## src/rtl/ysyx_23060025_trap_seq.sv

```systemverilog
// Trap/return sequencer owning the single CSR write port and the IFU redirect.
// Define TRAP_MSTATUS_EN to add the mstatus read-modify-write step.
module ysyx_23060025_trap_seq #(
  parameter int          DATA_WIDTH   = 32,
  parameter logic [11:0] MSTATUS_ADDR = 12'h300,
  parameter logic [11:0] MTVEC_ADDR   = 12'h305,
  parameter logic [11:0] MEPC_ADDR    = 12'h341,
  parameter logic [11:0] MCAUSE_ADDR  = 12'h342
) (
  input  logic                  clock,
  input  logic                  reset,
  input  logic                  inst_csr_wen,
  input  logic [11:0]           inst_csr_waddr,
  input  logic [DATA_WIDTH-1:0] inst_csr_wdata,
  output logic                  inst_csr_stall,
  input  logic                  trap_valid,
  input  logic [DATA_WIDTH-1:0] trap_cause,
  input  logic [DATA_WIDTH-1:0] trap_pc,
  input  logic                  mret_valid,
  output logic                  req_ready,
  output logic [11:0]           csr_raddr,
  input  logic [DATA_WIDTH-1:0] csr_rdata,
  output logic                  csr_wen,
  output logic [11:0]           csr_waddr,
  output logic [DATA_WIDTH-1:0] csr_wdata,
  output logic                  redirect_valid,
  output logic [DATA_WIDTH-1:0] redirect_pc,
  output logic                  busy
);

  typedef enum logic [2:0] {
    S_IDLE,
    S_W_EPC,
    S_W_CAUSE,
    S_W_STATUS,
    S_RD_VEC,
    S_RD_EPC,
    S_REDIRECT
  } state_e;

  state_e                state_q, state_d;
  logic [DATA_WIDTH-1:0] epc_q, epc_d;
  logic [DATA_WIDTH-1:0] cause_q, cause_d;
  logic [DATA_WIDTH-1:0] target_q, target_d;
  logic                  is_mret_q, is_mret_d;
  logic [DATA_WIDTH-1:0] aligned;

  // Targets are forced to 4-byte alignment (mtvec mode bits dropped).
  assign aligned = {csr_rdata[DATA_WIDTH-1:2], 2'b00};

`ifdef TRAP_MSTATUS_EN
  logic [DATA_WIDTH-1:0] status_wdata;

  always_comb begin
    status_wdata        = csr_rdata;
    status_wdata[12:11] = 2'b11;
    if (is_mret_q) begin
      status_wdata[3] = csr_rdata[7];
      status_wdata[7] = 1'b1;
    end else begin
      status_wdata[7] = csr_rdata[3];
      status_wdata[3] = 1'b0;
    end
  end
`else
  logic unused_ok;
  assign unused_ok = ^{csr_rdata[1:0], is_mret_q};
`endif

  always_comb begin
    state_d   = state_q;
    epc_d     = epc_q;
    cause_d   = cause_q;
    target_d  = target_q;
    is_mret_d = is_mret_q;
    unique case (state_q)
      S_IDLE: begin
        priority case (1'b1)
          trap_valid: begin
            state_d   = S_W_EPC;
            epc_d     = trap_pc;
            cause_d   = trap_cause;
            is_mret_d = 1'b0;
          end
          mret_valid: begin
            state_d   = S_RD_EPC;
            is_mret_d = 1'b1;
          end
          default: ;
        endcase
      end
      S_W_EPC: state_d = S_W_CAUSE;
`ifdef TRAP_MSTATUS_EN
      S_W_CAUSE:  state_d = S_W_STATUS;
      S_W_STATUS: state_d = is_mret_q ? S_REDIRECT : S_RD_VEC;
`else
      S_W_CAUSE:  state_d = S_RD_VEC;
      S_W_STATUS: state_d = S_IDLE;
`endif
      S_RD_VEC: begin
        target_d = aligned;
        state_d  = S_REDIRECT;
      end
      S_RD_EPC: begin
        target_d = aligned;
`ifdef TRAP_MSTATUS_EN
        state_d  = S_W_STATUS;
`else
        state_d  = S_REDIRECT;
`endif
      end
      S_REDIRECT: state_d = S_IDLE;
      default:    state_d = S_IDLE;
    endcase
  end

  always_ff @(posedge clock) begin
    if (reset) begin
      state_q   <= S_IDLE;
      epc_q     <= '0;
      cause_q   <= '0;
      target_q  <= '0;
      is_mret_q <= 1'b0;
    end else begin
      state_q   <= state_d;
      epc_q     <= epc_d;
      cause_q   <= cause_d;
      target_q  <= target_d;
      is_mret_q <= is_mret_d;
    end
  end

  // Every strobe is gated by reset so an aborted sequence never commits.
  always_comb begin
    req_ready      = 1'b0;
    inst_csr_stall = 1'b0;
    busy           = 1'b0;
    csr_raddr      = '0;
    csr_wen        = 1'b0;
    csr_waddr      = '0;
    csr_wdata      = '0;
    redirect_valid = 1'b0;
    redirect_pc    = '0;
    if (!reset) begin
      redirect_pc    = target_q;
      busy           = (state_q != S_IDLE);
      inst_csr_stall = (state_q != S_IDLE);
      unique case (state_q)
        S_IDLE: begin
          req_ready = 1'b1;
          csr_wen   = inst_csr_wen;
          csr_waddr = inst_csr_waddr;
          csr_wdata = inst_csr_wdata;
        end
        S_W_EPC: begin
          csr_wen   = 1'b1;
          csr_waddr = MEPC_ADDR;
          csr_wdata = epc_q;
        end
        S_W_CAUSE: begin
          csr_wen   = 1'b1;
          csr_waddr = MCAUSE_ADDR;
          csr_wdata = cause_q;
        end
`ifdef TRAP_MSTATUS_EN
        S_W_STATUS: begin
          csr_raddr = MSTATUS_ADDR;
          csr_wen   = 1'b1;
          csr_waddr = MSTATUS_ADDR;
          csr_wdata = status_wdata;
        end
`else
        S_W_STATUS: ;
`endif
        S_RD_VEC:   csr_raddr = MTVEC_ADDR;
        S_RD_EPC:   csr_raddr = MEPC_ADDR;
        S_REDIRECT: redirect_valid = 1'b1;
        default: ;
      endcase
    end
  end

endmodule

```

## config.mk

```make
export PLATFORM = sky130hd
export DESIGN_NAME = ysyx_23060025_trap_seq
export DESIGN_NICKNAME = d
export VERILOG_FILES = /design/src/rtl/ysyx_23060025_trap_seq.sv
export SDC_FILE = /design/constraint.sdc
export NUM_CORES = 1
export LEC_CHECK = 0
export BUFFER_PORTS_ARGS = -buffer_cell sky130_fd_sc_hd__buf_2
export CAP_MARGIN = 25
export CORE_ASPECT_RATIO = 0.7
export CORE_MARGIN = 1.5
export CORE_UTILIZATION = 49
export CTS_CLUSTER_SIZE = 24
export DETAILED_ROUTE_END_ITERATION = 8
export GPL_TIMING_DRIVEN = 0
export PLACE_DENSITY = 0.86
export SKIP_LAST_GASP = 1
export SYNTH_ARGS = -nofsm -noshare
export SYNTH_HDL_FRONTEND = slang
export SYNTH_SLANG_ARGS = --single-unit
```

## constraint.sdc

```tcl
create_clock -name clock -period 3.2 [get_ports clock]
set_input_delay 0.16 -clock clock [delete_from_list [all_inputs] [get_ports clock]]
set_output_delay 0.16 -clock clock [all_outputs]
set_load 0.01 [all_outputs]
```

==> reports/results.ini, run 1 <==
[die]
die_area_um2 = 9680
rows = 28
ios = 238
die_w_um = 117
die_h_um = 82.8
coreArea_um2 = 8620
start_util_pct = 51.7

[synth]
synth.area.mux_share_pct = 5.39
synth_area_leaders = dfxtp_1 44%, nand2_1 13%, a21oi_1 7.3%
synthAdderAreaFrac_pct = 0
ys_seq_elements = 97
async_flop_share_pct = 0
synth_most_common_cell = nand2_1
syn_area_um2 = 4450
syn_avg_cell_area_um2 = 8.05
synth_top_area_share_pct = 43.6
netlist_top_cells_count = 152 x nand2_1, 97 x dfxtp_1, 65 x a21oi_1, 38 x nor2b_1, 30 x o22a_1
yosysWarnings = 0
netlist_instances = 553
ys_seq_area_share_pct = 43.6
synthSimpleGateAreaFrac_pct = 23.7
yosysUniqueCellTypes = 30
synth_xor_xnor_area_share_pct = 0
synth_largest_area_cell = dfxtp_1
synth_top_family_by_area = simple AND/OR/NAND/NOR gates
ys.flop_type = dfxtp_1
synth-compound-area-share_pct = 19.1
synth_edf_count = 0

[placed_design]
portBuffers = 226
dp_slack_ns = 1.31
post-place-cells = 907
dp_hpwl_um = 10400
gp_congestion = 0.862

[layout]
drive_gt1_share_pct = 35.2
seqCellArea_um2 = 1940
area.growth.synth_to_final_pct = 36.4
num_antenna_cells = 0
fillCellCount = 742
multi_input_area_um2 = 2180
final_cells = 923
nets = 943

[cts]
cts_tree = yes
path_clk_slew_ns = 0.06
postCtsSetupRepairBufs = 0
cts_resized = 0
cts_made_buffers = 9
htree_levels = 3
cts.sinks = 97
cts-root-buf = clkbuf_16
clk_latency_ns = 0.33
cts_buffer_depth = 2
ctsHoldBuffers = 0

[detailed_routing]
via_per_inst = 5.14
antenna_left = 0
wl_per_cell_um = 14.5
drt-initial-drc-count = 222
drt_wl_total_um = 13300
vias = 4742
first_pass_iters = 5
drc_errors = 0

[power_and_ir_drop]
cellInternalPower_w = 0.00266
switchingPower_w = 0.00130
leakage_nw = 2.85
pwr-share-clk_pct = 27.7
peakVddDrop_mv = 0.420
switching_share_pct = 32.9
powerDensity_nw_per_um2 = 652
p_seq_share_pct = 38.0
p_comb_share_pct = 34.3
total_power_w = 0.00396

[sta]
finalHoldViolCount = 0
fmax_mhz = 448
min_period_ns = 2.23
setup_slack_ns = 0.970
finalCritPeriodShare_pct = 69.7
setup-tns-final_ns = 0
whs_ns = 0.0464
grt_setup_unrepaired = false
skew_ns = 0.00772
setup_viol = 0
tightest_slew_ns = 0.785
maxSlewViolCount = 0
slew_headroom_pct = 47.2

[worst_setup_path]
critical_path_class = reg -> out
crit_path_max_fanout = 10
endpoint_kind = output port
ff2ff_setup_slack_ns = 1.57
crit_required_ns = 3.04
worst_ep_arrival_time_ns = 2.07
start_kind = flop

[global_route]
overflow = 0
grt_max_degree = 16
grt_use_total_pct = 26.9
antenna_found_initial = 0
grt_pass1_vias = 4342
grt_pass1_wl_um = 19800

[worst_hold_path]
hold_class = in -> reg

[run_status]
status = completed

[job]
drv_cap = 0

==> state kept, by name, summed over array words and instances, names as in the netlist <==
register and count:
epc_q 32, state_q 3, target_q 30, cause_q 32
==> logic make-up after synthesis <==
logic type,count (synthesis)
flip-flops,97
buffers and inverters,62
AO/OA/AOI/OAI,138
multiplexers,24
AND/OR/NAND/NOR,231
other,1
==> layout make-up <==
class / count / area share, %
Tap cell: 120 / 2.47
Buffer: 61 / 5.85
Multi-Input combinational cell: 402 / 35.9
Sequential cell: 97 / 32.0
Inverter: 1 / 0.0618
Timing Repair Buffer: 226 / 18.6
Clock inverter: 4 / 0.845
Clock buffer: 12 / 4.22
==> worst paths after layout <==
check / start / endpoint / depth (start not counted)
setup reg to reg: state_q[0]$_SDFFE_PP0P_ / state_q[2]$_SDFFE_PP0P_ / 4
hold / removal: mret_valid / state_q[0]$_SDFFE_PP0P_ / 2
setup / recovery: state_q[1]$_SDFFE_PP0P_ / csr_wdata[4] / 6
hold reg to reg: cause_q[8]$_SDFFE_PP0P_ / cause_q[8]$_SDFFE_PP0P_ / 2
==> through the flow <==
step                instance area [µm²]  util [%]
detailed placement                 5760      66.9
finish                             6070      70.5
CTS                                6070      70.5
floorplan                          4480         -
global route                       6070      70.5
global placement                   5760      66.9
==> power groups by stage <==
stage / logic [W] / clock network (W) / registers (W)
2_1_floorplan: 0.000905 / 0 / 0.00150
3_3_place_gp: 0.00132 / 0 / 0.00152
3_5_place_dp: 0.00136 / 0 / 0.00153
4_1_cts: 0.00136 / 0.00111 / 0.00150
5_1_grt: 0.00150 / 0.00116 / 0.00153
6_report: 0.00136 / 0.00110 / 0.00150
==> placed cells by master (no fill, tap or decap), types with 8 or more instances in the layout <==
cell and instances:
dfxtp_1 97, mux2i_1 24, a211oi_1 16, nor2b_1 38
and2_1 8, clkbuf_1 20, nand2_1 152, clkbuf_16 9
nor2_1 10, buf_2 246, conb_1 9, o22a_1 30
o21ai_0 22, buf_4 13, nand2b_1 9, a21oi_1 65
==> per-layer routing <==
layer	GRT usage [%]	vias up	part of all wire, %
met2	49.9	195	51
met5	0	-	0
met4	7.59	0	1.4
met3	6.79	17	7.2
met1	31.0	2202	41
li1	-	2328	-
==> critical path, cell delays in order (launching register included) <==
cell and delay (ns):
dfxtp_1 0.30, buf_2 0.21, buf_2 0.26, buf_2 0.32
a211oi_1 0.14, a211oi_1 0.33, buf_2 0.20
No activity file was read; power rests on OpenSTA's default activity.
==> run 2: changes to the inputs <==
ABC_AREA = 1   (was not set)
CORE_UTILIZATION = 43   (was 49)
PLACE_DENSITY = 0.77   (was 0.86)
clock period = 1.8 ns   (was 3.2 ns; I/O delays follow)
==> run 2 against run 1 <==
Net effect:
- final area increased by 33%
- clock power increased by 85%
- via count up 38%
- power grew to 2.6 times the previous value
- largest power group is now combinational logic
- utilization shrank 2.2 points
- sequential cell count unchanged
- routed wire length grew 45%
- global-route usage is 0.95 points higher
- sequential power grew 99%
- the run now ends with hold timing, setup timing left
- setup slack got worse by 1.0 ns
==> reports/results.ini, run 2 <==
[run_status]
status = finished, violations left
violations = hold timing, setup timing

[detailed_routing]
drt-initial-drc-count = 498  ; +120%
wl_per_cell_um = 14.5  ; +0.25%
vias = 6545  ; +38%
antenna_left = 0  ; unchanged
drt_wl_total_um = 19400  ; +45%
drc_errors = 0  ; unchanged
first_pass_iters = 5  ; unchanged
via_per_inst = 4.89  ; -4.9%

[synth]
synth_top_area_share_pct = 37.0  ; -6.6 points
synth_edf_count = 0  ; unchanged
netlist_instances = 864  ; +56%
synth_largest_area_cell = dfxtp_1
synth_most_common_cell = nor2_1
ys.flop_type = dfxtp_1
ys_seq_elements = 97  ; unchanged
async_flop_share_pct = 0  ; unchanged
yosysUniqueCellTypes = 20  ; -33%
netlist_top_cells_count = 174 x nor2_1, 169 x nand2_1, 140 x inv_1, 97 x dfxtp_1, 97 x nand3_1
ys_seq_area_share_pct = 37.0  ; -6.6 points
syn_area_um2 = 5250  ; +18%
synth_area_leaders = dfxtp_1 37%, nor2_1 12%, nand2_1 12%
yosysWarnings = 0  ; unchanged
syn_avg_cell_area_um2 = 6.08  ; -25%

[worst_setup_path]
critical_path_class = reg -> out
start_kind = flop
crit_path_max_fanout = 7  ; -3
worst_ep_arrival_time_ns = 1.77  ; -0.30 ns
crit_required_ns = 1.71  ; -1.33 ns
endpoint_kind = output port

[sta]
tightest_slew_ns = 0.560  ; -0.225 ns
setup_viol = 16  ; +16
maxSlewViolCount = 0  ; unchanged
fmax_mhz = 537
grt_setup_unrepaired = true
slew_headroom_pct = 62.6  ; +15 points
whs_ns = -0.00603  ; -0.0525 ns
setup_slack_ns = -0.0622  ; -1.03 ns
finalHoldViolCount = 1  ; +1
skew_ns = 0.00729  ; -0.000428 ns
min_period_ns = 1.86
finalCritPeriodShare_pct = 103

[die]
rows = 33  ; +18%
die_w_um = 135  ; +16%
start_util_pct = 44.5  ; -7.2 points
die_area_um2 = 12900  ; +33%
ios = 238  ; unchanged
coreArea_um2 = 11800  ; +37%
die_h_um = 95.5  ; +15%

[placed_design]
dpl-instance-area_um2 = 6600  ; +15%
dp_hpwl_um = 13000  ; +25%
gp_congestion = 0.880  ; +2.1%
portBuffers = 225  ; -0.44%

[cts]
clk_latency_ns = 0.34  ; about the same
htree_levels = 3  ; unchanged
cts_made_buffers = 9  ; unchanged
cts_buffer_depth = 2  ; unchanged
cts_tree = yes
cts-root-buf = clkbuf_16
path_clk_slew_ns = 0.07  ; about the same
cts.sinks = 97  ; unchanged

[global_route]
grt_pass1_vias = 5905  ; +36%
grt_pass1_wl_um = 28400  ; +44%
overflow = 0  ; unchanged
grt_use_total_pct = 27.8  ; +0.95 points
antenna_found_initial = 0  ; unchanged
grt_max_degree = 15  ; -1

[job]
drv_cap = 0  ; unchanged

[power_and_ir_drop]
leakage_nw = 4.56  ; +60%
switching_share_pct = 40.5  ; +7.6 points
switchingPower_w = 0.00409  ; +210%
peakVddDrop_mv = 0.732  ; +74%
pwr-share-clk_pct = 20.1  ; -7.6 points
cellInternalPower_w = 0.00602  ; +130%
powerDensity_nw_per_um2 = 1250  ; +92%
p_seq_share_pct = 29.5  ; -8.5 points
p_comb_share_pct = 50.4  ; +16 points

[layout]
drive_gt1_share_pct = 31.5  ; -3.8 points
final_common_cell = buf_2
reg_top3 = cause_q x32, epc_q x32, target_q x30
num_antenna_cells = 0  ; unchanged
layout_common_cells = 229 x buf_2, 172 x nor2_1, 162 x nand2_1, 135 x inv_1, 94 x dfxtp_1
final_cell_area_um2 = 8060  ; +33%
area.growth.synth_to_final_pct = 53.5
nets = 1322  ; +40%

[worst_hold_path]
hold_class = in -> reg

## run 2: cell count changes after synthesis, moves of 13 or more
| cell | delta |
|---|---|
| nor2_1 | +164 |
| nand4_1 | +32 |
| mux2i_1 | -24 |
| a211oi_1 | -16 |
| nor2b_1 | -38 |
| o22a_1 | -30 |
| a21oi_1 | -32 |
| o21ai_0 | +13 |
| nand2_1 | +17 |
| inv_1 | +139 |
| nand3_1 | +97 |
## run 2: metal layers
metal  GRT usage (%)  routed length (µm)
met1            38.2                8830
met5               0                   0
met4            7.44                 260
met3            4.84                1380
met2            45.3                8940
## run 2: cells by family after synthesis
group	synth area share, %
other cells	0.0714
buf+inv	18.1
compound gates	6.48
simple gates	38.4
flops	37.0
## run 2: power by group through the flow
stage / Clock, W / Combinational [W] / Sequential, W
global route: 0.00212 / 0.00560 / 0.00304
detailed placement: 0 / 0.00395 / 0.00299
global placement: 0 / 0.00390 / 0.00297
finish: 0.00203 / 0.00509 / 0.00298
floorplan: 0 / 0.00271 / 0.00293
CTS: 0.00203 / 0.00417 / 0.00295
## run 2: worst paths after layout
check	start	end	cells after the start	slack, ns
setup / recovery	state_q[1]$_SDFFE_PP0P_	csr_wdata[14]	10	-0.06
hold / removal	trap_pc[14]	epc_q[14]$_SDFFE_PP0P_	3	-0.006
setup reg to reg	state_q[1]$_SDFFE_PP0P_	cause_q[0]$_SDFFE_PP0P_	9	0.18
hold reg to reg	target_q[31]$_SDFFE_PP0N_	target_q[31]$_SDFFE_PP0N_	2	0.45
## run 2: area by class of cell
cell class	count	area [µm²]
fillers	1088	3750
multi-input cells	555	2620
repair buffers	295	1950
flip-flops and latches	97	1950
inverters	144	541
plain buffers	75	498
clock buffers	14	274
well taps	157	196
clock inverters	2	35.0
## run 2: timing repair
item | in CTS | in global routing
endpoints found under the setup margin | 45 | 40
cloned | 0 | 6
hold buffers | 57 | 0
pin swaps | 0 | 16
gates resized for setup | 20 | 95
buffers inserted | 2 | 5
hold endpoints to repair | 57 | 0
## run 2: worst max-delay path, cell delays in order (launching register included)
cell       delay [ns]
dfxtp_2          0.32
buf_6            0.12
nor2_4           0.13
buf_12           0.14
buf_12           0.14
clkbuf_16        0.16
nand3_2          0.06
nand3_2          0.08
nand2_1          0.06
inv_1            0.11
buf_6            0.11
## run 2: stage by stage
stage | total power (W) | setup TNS [ns] | setup slack, ns | cells | utilization, %
2_1_floorplan | 0.00564 | 0 | 0.573 | 872 | -
3_3_place_gp | 0.00687 | 0 | 0.170 | 1254 | 55.9
6_report | 0.0101 | -0.463 | -0.0622 | 1339 | 68.3
5_1_grt | 0.0108 | -2.50 | -0.126 | 1339 | 68.3
4_1_cts | 0.00916 | -0.0721 | -0.0253 | 1328 | 63.8
3_5_place_dp | 0.00694 | 0 | 0.104 | 1254 | 55.9
==> run 3: changes to the inputs <==
CORE_UTILIZATION = 48   (was 43)
PLACE_DENSITY = 0.81   (was 0.77)
SKIP_LAST_GASP = not set   (was 1)
clock period = 1.96 ns   (was 1.8 ns; I/O delays follow)
==> run 3 against run 2 <==
Net effect:
- the run now ends clean
- final area down 7.6%
- critical path depth down 3
- die area down 10%
- sequential power down 9.1%
- clock power up 2%
- sequential cell count unchanged
- clock skew up 0.0031 ns
- power down 15%
- critical endpoint is now csr_wdata[21]
- combinational power down 25%
- largest power group unchanged
==> reports/results.ini, run 3 (synthesized netlist as in run 2, its figures left out) <==
[worst_setup_path]
worst_ep_arrival_time_ns = 1.82  ; +0.05 ns
crit_required_ns = 1.86  ; +0.15 ns
endpoint_kind = output port
crit_path_max_fanout = 10  ; +3
r2r_cells = 7  ; -2
start_kind = flop
critical_path_class = reg -> out

[sta]
maxSlewViolCount = 0  ; unchanged
whs_ns = 0.00266  ; +0.00869 ns
setup_viol = 0  ; -16
skew_ns = 0.0104  ; +0.00315 ns
min_period_ns = 1.91
fmax_mhz = 522
tightest_slew_ns = 0.546  ; -0.0146 ns
slew_headroom_pct = 63.6  ; +0.97 points
finalCritPeriodShare_pct = 97.7
finalHoldViolCount = 0  ; -1
grt_setup_unrepaired = true

[power_and_ir_drop]
leakage_nw = 4.28  ; -6.2%
peakVddDrop_mv = 0.773  ; +5.5%
total_power_w = 0.00861  ; -15%
powerDensity_nw_per_um2 = 1160  ; -7.9%

[worst_hold_path]
hold_class = in -> reg
whs_path_depth = 3  ; unchanged

[placed_design]
dp_hpwl_um = 12600  ; -3.0%
dpl-instance-area_um2 = 6590  ; -0.17%
portBuffers = 225  ; unchanged
post-place-cells = 1245  ; -0.72%
gp_congestion = 0.915  ; +3.9%

[detailed_routing]
drt_wl_total_um = 17200  ; -12%
wl_per_cell_um = 13.1  ; -9.3%
first_pass_iters = 5  ; unchanged
drc_errors = 0  ; unchanged
antenna_left = 0  ; unchanged
vias = 6387  ; -2.4%
drt-initial-drc-count = 414  ; -17%
via_per_inst = 4.89  ; about the same

[layout]
final_common_cell = buf_2
reg_top3 = cause_q x32, epc_q x32, target_q x30
drive_gt1_share_pct = 25.8  ; -5.7 points
final_cell_area_um2 = 7450  ; -7.6%
area.growth.synth_to_final_pct = 41.9
layout_common_cells = 238 x buf_2, 173 x nor2_1, 169 x nand2_1, 140 x inv_1
final_cells = 1306  ; -2.5%
nets = 1298  ; -1.8%
num_antenna_cells = 0  ; unchanged
fillCellCount = 969  ; -11%
seqCellArea_um2 = 1940  ; -0.19%
finish.utilization_pct = 70.9  ; +2.6 points
multi_input_area_um2 = 2390  ; -8.6%

[cts]
cts_tree = yes
cts_buffer_depth = 2  ; unchanged
cts_made_buffers = 9  ; unchanged
htree_levels = 3  ; unchanged
cts-root-buf = clkbuf_16
path_clk_slew_ns = 0.06  ; about the same
clk_latency_ns = 0.34  ; about the same
cts.sinks = 97  ; unchanged
postCtsSetupRepairBufs = 0  ; -2

[global_route]
grt_max_degree = 16  ; +1
busiest_layer = met2
grt_pass1_vias = 5659  ; -4.2%
antenna_found_initial = 0  ; unchanged
grt.met3_usage_pct = 4.44  ; -0.39 points
grt_use_total_pct = 28.6  ; +0.77 points
grt_use_met1_pct = 40.2  ; +2.0 points
grt_util_met2_pct = 45.5  ; +0.15 points
overflow = 0  ; unchanged
grt_pass1_wl_um = 26900  ; -5.2%

[die]
ios = 238  ; unchanged
die_area_um2 = 11600  ; -10%
start_util_pct = 50.0  ; +5.5 points
coreArea_um2 = 10500  ; -11%
rows = 31  ; -6.1%
die_h_um = 90.5  ; -5.2%
die_w_um = 128  ; -5.2%

[run_status]
status = completed

[job]
drv_cap = 0  ; unchanged

-- run 3: cell count changes in the layout (fill, tap and decap cells not counted), moves of 4 or more --
cell,change
nand2_1,+7
buf_2,+9
nand3_1,+39
buf_6,-12
inv_1,+5
clkbuf_16,-5
dlygate4sd3_1,-11
nand3_2,-38
buf_4,-4
inv_2,-5
nand2_2,-7
-- run 3: area by class of cell --
class	count	area share [%]
clock inverter	4	1.33
buffer	75	6.00
inverter	144	7.26
multi-input combinational	555	32.1
clock buffer	12	3.44
sequential	97	26.1
tap	148	2.49
timing repair buffer	271	21.3
-- run 3: what timing repair did --
item	CTS	global route
resized for setup	3	24
pin swaps	0	1
setup endpoints to repair	4	41
hold endpoints to repair	46	0
hold buffers	46	0
-- run 3: routing by layer --
metal  routed length (µm)  part of all wire (%)
met2                 7600                    44
met3                 1510                   8.8
met5                    0                     0
met1                 7740                    45
met4                  310                   1.8
-- run 3: stage by stage --
step           TNS, ns  setup slack [ns]
2_1_floorplan        0             0.725
5_1_grt         -0.268           -0.0514
3_3_place_gp         0             0.359
6_report             0            0.0453
3_5_place_dp         0             0.349
4_1_cts              0           0.00415
-- run 3: path summary, 6_finish.rpt --
| path | start | endpoint | slack (ns) |
|---|---|---|---|
| setup / recovery | state_q[2]$_SDFFE_PP0P_ | csr_wdata[21] | 0.05 |
| hold / removal | trap_pc[11] | epc_q[11]$_SDFFE_PP0P_ | 0.003 |
| setup reg to reg | state_q[1]$_SDFFE_PP0P_ | epc_q[29]$_SDFFE_PP0P_ | 0.48 |
| hold reg to reg | target_q[11]$_SDFFE_PP0N_ | target_q[11]$_SDFFE_PP0N_ | 0.45 |
-- run 3: power by group --
| part | internal [W] | switching (W) |
|---|---|---|
| Clock | 0.00132 | 0.000758 |
| Sequential | 0.00249 | 0.000225 |
| Combinational | 0.00141 | 0.00241 |
| Total | 0.00522 | 0.00339 |
-- run 3: worst max-delay path: stages (launching register included) --
cell and delay, ns:
dfxtp_1 0.37, inv_2 0.15, clkbuf_1 0.38, nand4_1 0.20, nand3_1 0.12, nand2_1 0.07
inv_1 0.06, buf_2 0.12
